[config.mk]
export PLATFORM = sky130hd
export DESIGN_NAME = instr_feeder
export DESIGN_NICKNAME = d
export VERILOG_FILES = /design/src/rtl/instr_pkg.sv /design/src/rtl/instr_prog_mem.sv /design/src/rtl/instr_feeder.sv
export SDC_FILE = /design/constraint.sdc
export NUM_CORES = 1
export LEC_CHECK = 0
export CAP_MARGIN = 20
export CORE_MARGIN = 8
export CORE_UTILIZATION = 30
export DETAILED_ROUTE_END_ITERATION = 12
export GPL_TIMING_DRIVEN = 0
export HOLD_SLACK_MARGIN = 0.02
export SYNTH_ARGS = -nofsm -noshare
export SYNTH_HDL_FRONTEND = slang
export SYNTH_HIERARCHICAL = 1
export SYNTH_SLANG_ARGS = --single-unit
export TNS_END_PERCENT = 30
[constraint.sdc]
create_clock -name clk -period 8.6 [get_ports clk]
set_input_delay 1.72 -clock clk [delete_from_list [all_inputs] [get_ports clk]]
set_output_delay 1.72 -clock clk [all_outputs]
set_load 0.01 [all_outputs]
[src/rtl/instr_pkg.sv]
// rtl/instr_pkg.sv - shared instruction encoding for the feeder and FIFO/ALU block
package instr_pkg;

    localparam int IW = 12;

    localparam logic [3:0] OP_ADD = 4'h0;
    localparam logic [3:0] OP_SUB = 4'h1;
    localparam logic [3:0] OP_MUL = 4'h2;
    localparam logic [3:0] OP_DIV = 4'h3;
    localparam logic [3:0] OP_AND = 4'h4;
    localparam logic [3:0] OP_OR  = 4'h5;
    localparam logic [3:0] OP_XOR = 4'h6;
    localparam logic [3:0] OP_NOT = 4'h7;
    localparam logic [3:0] OP_SHR = 4'h8;
    localparam logic [3:0] OP_SHL = 4'h9;

    // 0xA..0xF are reserved and never reach the FIFO
    localparam logic [3:0] OP_MAX_VALID = 4'h9;

    localparam int OPC_MSB = 11;
    localparam int OPC_LSB = 8;
    localparam int A_MSB   = 7;
    localparam int A_LSB   = 4;
    localparam int B_MSB   = 3;
    localparam int B_LSB   = 0;

endpackage

[src/rtl/instr_prog_mem.sv]
// rtl/instr_prog_mem.sv - program register array, one write port, async read port
module instr_prog_mem #(
    parameter int DEPTH = 16,
    parameter int AW    = 4,
    parameter int IW    = 12
) (
    input  logic          clk,
    input  logic          i_we,
    input  logic [AW-1:0] i_waddr,
    input  logic [IW-1:0] i_wdata,
    input  logic [AW-1:0] i_raddr,
    output logic [IW-1:0] o_rdata
);

    // No reset: program contents survive rst so a restart replays them
    logic [IW-1:0] r_mem [DEPTH];

    always_ff @(posedge clk) begin
        if (i_we) begin
            r_mem[i_waddr] <= i_wdata;
        end
    end

    assign o_rdata = r_mem[i_raddr];

endmodule

[src/rtl/instr_feeder.sv]
// rtl/instr_feeder.sv - streams a loadable instruction program into the FIFO write port
module instr_feeder #(
    parameter int DEPTH = 16,
    parameter int AW    = 4,
    parameter int IW    = 12
) (
    input  logic          clk,
    input  logic          rst,
    input  logic          prog_we,
    input  logic [AW-1:0] prog_addr,
    input  logic [IW-1:0] prog_data,
    input  logic [AW-1:0] prog_len,
    input  logic [3:0]    reps,
    input  logic          start,
    input  logic          stop,
    input  logic          fifo_full,
    output logic          wr_en,
    output logic [IW-1:0] instruction,
    output logic          busy,
    output logic          done,
    output logic [7:0]    issued_count,
    output logic [3:0]    skip_count
);

    import instr_pkg::*;

    localparam logic [0:0] S_IDLE = 1'b0;
    localparam logic [0:0] S_RUN  = 1'b1;

    logic [0:0]    r_state;
    logic [AW-1:0] r_ptr;
    logic [AW-1:0] r_len;
    logic [3:0]    r_rep;
    logic [3:0]    r_pass;
    logic [7:0]    r_issued;
    logic [3:0]    r_skip;
    logic          r_busy;
    logic          r_done;

    logic          w_run;
    logic [IW-1:0] w_rd;
    logic          w_valid;
    logic          w_wr;
    logic          w_adv;
    logic          w_last;

    instr_prog_mem #(
        .DEPTH (DEPTH),
        .AW    (AW),
        .IW    (IW)
    ) u_mem (
        .clk     (clk),
        .i_we    (prog_we & ~w_run),
        .i_waddr (prog_addr),
        .i_wdata (prog_data),
        .i_raddr (r_ptr),
        .o_rdata (w_rd)
    );

    assign w_run   = (r_state == S_RUN);
    assign w_valid = (w_rd[OPC_MSB:OPC_LSB] <= OP_MAX_VALID);
    // rst gates the write combinationally so an aborting edge never commits one
    assign w_wr    = w_run & w_valid & ~fifo_full & ~stop & ~rst;
    assign w_adv   = w_run & ~stop & (w_wr | ~w_valid);
    assign w_last  = (r_ptr == r_len);

    assign wr_en        = w_wr;
    assign instruction  = w_run ? w_rd : '0;
    assign busy         = r_busy;
    assign done         = r_done;
    assign issued_count = r_issued;
    assign skip_count   = r_skip;

    always_ff @(posedge clk) begin
        if (rst) begin
            r_state  <= S_IDLE;
            r_ptr    <= '0;
            r_len    <= '0;
            r_rep    <= '0;
            r_pass   <= '0;
            r_issued <= '0;
            r_skip   <= '0;
            r_busy   <= 1'b0;
            r_done   <= 1'b0;
        end else begin
            r_done <= 1'b0;
            case (r_state)
                S_IDLE: begin
                    if (start) begin
                        r_state  <= S_RUN;
                        r_busy   <= 1'b1;
                        r_len    <= prog_len;
                        r_rep    <= reps;
                        r_ptr    <= '0;
                        r_pass   <= '0;
                        r_issued <= '0;
                        r_skip   <= '0;
                    end
                end
                S_RUN: begin
                    if (stop) begin
                        r_state <= S_IDLE;
                        r_busy  <= 1'b0;
                    end else if (w_adv) begin
                        if (w_valid) begin
                            if (r_issued != 8'hFF) r_issued <= r_issued + 8'd1;
                        end else begin
                            if (r_skip != 4'hF) r_skip <= r_skip + 4'd1;
                        end
                        if (w_last) begin
                            r_ptr  <= '0;
                            r_pass <= r_pass + 4'd1;
                            if (r_pass == r_rep) begin
                                r_state <= S_IDLE;
                                r_busy  <= 1'b0;
                                r_done  <= 1'b1;
                            end
                        end else begin
                            r_ptr <= r_ptr + 1'b1;
                        end
                    end
                end
                default: begin
                    r_state <= S_IDLE;
                    r_busy  <= 1'b0;
                end
            endcase
        end
    end

endmodule
==> flow_summary.ini <==
[logic_synthesis]
netlist_top_cells_area = edfxtp_1 (64%), mux4_2 (8.3%), dfxtp_1 (6.9%)
syn_inst = 515
yosysSeqAreaShare_pct = 71.0
synthArstFlopShare_pct = 0
synth_edf_count = 192
ys.flop_type = edfxtp_1
synth_nets = 549
synthDominantCellAreaShare_pct = 64.1
synth_top_cell_by_area = edfxtp_1
syn_area_per_cell_um2 = 17.5
synth_cell_types = 51
ys_warn_count = 6
syn-cell-area_mm2 = 0.00900
ys_ff_latch = 223

[detailed_routing]
avgViaCountPerCell = 4.93
route.detailed.drc = 0
ant_nets = 0
firstDrtPassIters = 5
vias = 5021
drt_iter0_drc = 410
totalWireLength_um = 20200
wl_per_cell_um = 19.9

[layout]
layout.nets = 646
multiInputGateArea_mm2 = 0.00246
drive_gt1_share_pct = 15.4
syn_to_final_growth_pct = 21.6
final_area_mm2 = 0.0109
seq_area_mm2 = 0.00639
nFillCells = 2771
antenna_cells = 0

[hold_path]
hp-class = reg2reg
holdPathEnd = r_rep[3]
holdPathStages = 2
hold_start = r_rep[3]

[timing]
grt_setup_unrepaired = no
tightestPinTransition_ns = 0.840
maxSlewViolCount = 0
fmax_ghz = 0.191
tns_ns = 0
skew_ns = 0.0112
setup_viol = 0
finalHoldViolCount = 0
maxSlewHeadroom_pct = 44.0
fin_crit_ns = 5.25
period_share_pct = 61.0
timing.final.ws_setup_ns = 3.35

[global_routing]
grtUsageTotal_pct = 11.2
grt_pass1_wl_um = 31000
grt_pass1_vias = 5060
overflow = 0
antenna_found_initial = 0
grt_max_degree = 17

[floorplan]
core-area_mm2 = 0.0296
chipHeight_um = 189
die_w_um = 189
start_util_pct = 30.4
ios = 57
die_area_mm2 = 0.0358
rows = 63

[clock_network]
cts_buffers = 23
cts_sinks = 223
post_cts_buffers = 0
htree_num_levels = 1
hold_buffers = 0
clk_pin_slew_ns = 0.06
tritoncts = yes
cts_buffer_depth = 3
cts_root_buf = clkbuf_16
insertion_delay_ns = 0.52
cts_resized = 0

[place]
dpl_cell_area_mm2 = 0.0102
dpl.hpwl_um = 13800
numPortBuffers = 56
pre_cts_ws_ns = 3.37
place_congestion = 0.765

[critical_path]
cp.required_ns = 6.88
reg2reg_depth = 8
worstPathArrival_ns = 3.53
start_kind = input pin
reg2reg_setup_slack_ns = 4.91
worstPathMaxFanout = 5
worst-setup-path-type = in2out
rr_startpoint = r_ptr[0]
end_kind = output pin
reg2reg_to = issued_count[6]
crit_start = stop

[pwr]
p_clk_share_pct = 40.7
power.switching_uw = 511
switching_share_pct = 22.1
internal_power_uw = 1800
ir_drop_v = 0.000126
comb_power_share_pct = 7.6
p_leak_uw = 0.00348
p_per_area_mw_per_mm2 = 211
total_power_uw = 2310
power.share.sequential_pct = 51.7

[flow_run]
max_cap_viol_count = 0

[outcome]
status = finished, final reports clean
## stage by stage
stage,std cells,hold WS (ns),util [%]
global placement,961,0.464,34.0
global route,1018,0.510,37.0
finish,1018,0.477,37.0
detailed placement,977,0.467,34.6
floorplan,515,0.448,-
CTS,1018,0.475,37.0
## area by class of cell
class | count | share of cell area (%)
buffer | 23 | 1.26
clock buffer | 31 | 5.54
clock inverter | 10 | 0.904
inverter | 8 | 0.275
multi-input combinational | 261 | 22.5
sequential | 223 | 58.4
tap | 390 | 4.46
timing repair buffer | 72 | 6.67
## cells in the final DEF, fill, tap and decap left out, types with 4 or more instances in the layout
| master | netlist | final |
|---|---|---|
| o21ai_0 | 5 | 5 |
| xor2_1 | 9 | 9 |
| mux4_1 | 15 | 15 |
| ha_1 | 4 | 4 |
| clkbuf_16 | 0 | 23 |
| edfxtp_1 | 192 | 192 |
| nand3_1 | 10 | 10 |
| mux2i_1 | 10 | 10 |
| nor2_1 | 21 | 21 |
| nand2_1 | 44 | 44 |
| buf_4 | 1 | 4 |
| buf_6 | 1 | 14 |
| and2_1 | 14 | 14 |
| a21oi_1 | 13 | 13 |
| clkdlybuf4s50_1 | 0 | 56 |
| nor2b_1 | 5 | 5 |
| or3_1 | 10 | 10 |
| nor3_2 | 0 | 4 |
| buf_2 | 6 | 6 |
| a211oi_1 | 4 | 4 |
| inv_1 | 8 | 8 |
| dfxtp_1 | 31 | 31 |
| mux4_2 | 33 | 33 |
| a22oi_1 | 24 | 24 |
| clkbuf_1 | 12 | 20 |
## sequential cells by signal (all words and copies together) (netlist names)
register and count:
issued_count 8, r_ptr 4, done 1, u_mem/r_mem 192
skip_count 4, r_rep 4, r_len 4, busy 1
r_pass 4, r_state 1
## power by group through the flow
stage                     Combinational, uW  Sequential [uW]  Clock [uW]
after detailed placement                177             1220           0
after floorplan                         103             1220           0
after global placement                  173             1220           0
after CTS                               178             1200         966
final                                   175             1200         941
after global routing                    189             1200        1010
## synth_stat cells (3+ instances only)
cell type / count
o21ai_0: 5
a211oi_1: 4
edfxtp_1: 192
buf_2: 6
clkbuf_1: 12
nand2b_1: 3
nand3b_1: 3
or3_1: 10
mux4_1: 15
a21oi_1: 13
ha_1: 4
nand3_1: 10
mux4_2: 33
and2_1: 14
mux2i_1: 10
dfxtp_1: 31
a22oi_1: 24
nor2_1: 21
nor2b_1: 5
xor2_1: 9
nor3_1: 5
nand2_1: 44
inv_1: 8
## cell families after synthesis
family / after synthesis / share of synthesized area (%)
simple gates: 126 / 7.07
fa+ha+maj: 4 / 0.556
flops: 223 / 71.0
mux: 58 / 13.8
buf+inv: 31 / 1.86
xor+xnor: 9 / 0.876
compound gates: 64 / 4.90
## worst max path at each step
| stage | depth (start not counted) | endpoint | slack [ns] |
|---|---|---|---|
| 2_1_floorplan | 2 | wr_en | 4.43 |
| 3_3_place_gp | 4 | wr_en | 3.34 |
| 3_5_place_dp | 4 | wr_en | 3.37 |
| 4_1_cts | 7 | wr_en | 3.34 |
| 5_1_grt | 7 | wr_en | 3.22 |
| 6_report | 4 | wr_en | 3.35 |
## critical path, stage by stage
cell and delay, ns:
clkdlybuf4s50_1 0.50, or4b_4 0.62, nor2_1 0.13, clkdlybuf4s50_1 0.56
## per-layer routing
metal  GRT usage (%)  up-vias  share of wire (%)
met3            2.34       32                5.4
met5               0        -                  0
met2            18.3      164                 47
met1            14.9     2564                 45
met4            2.65        0                2.2
li1                -     2261                  -
No activity file was read; power rests on OpenSTA's default activity.
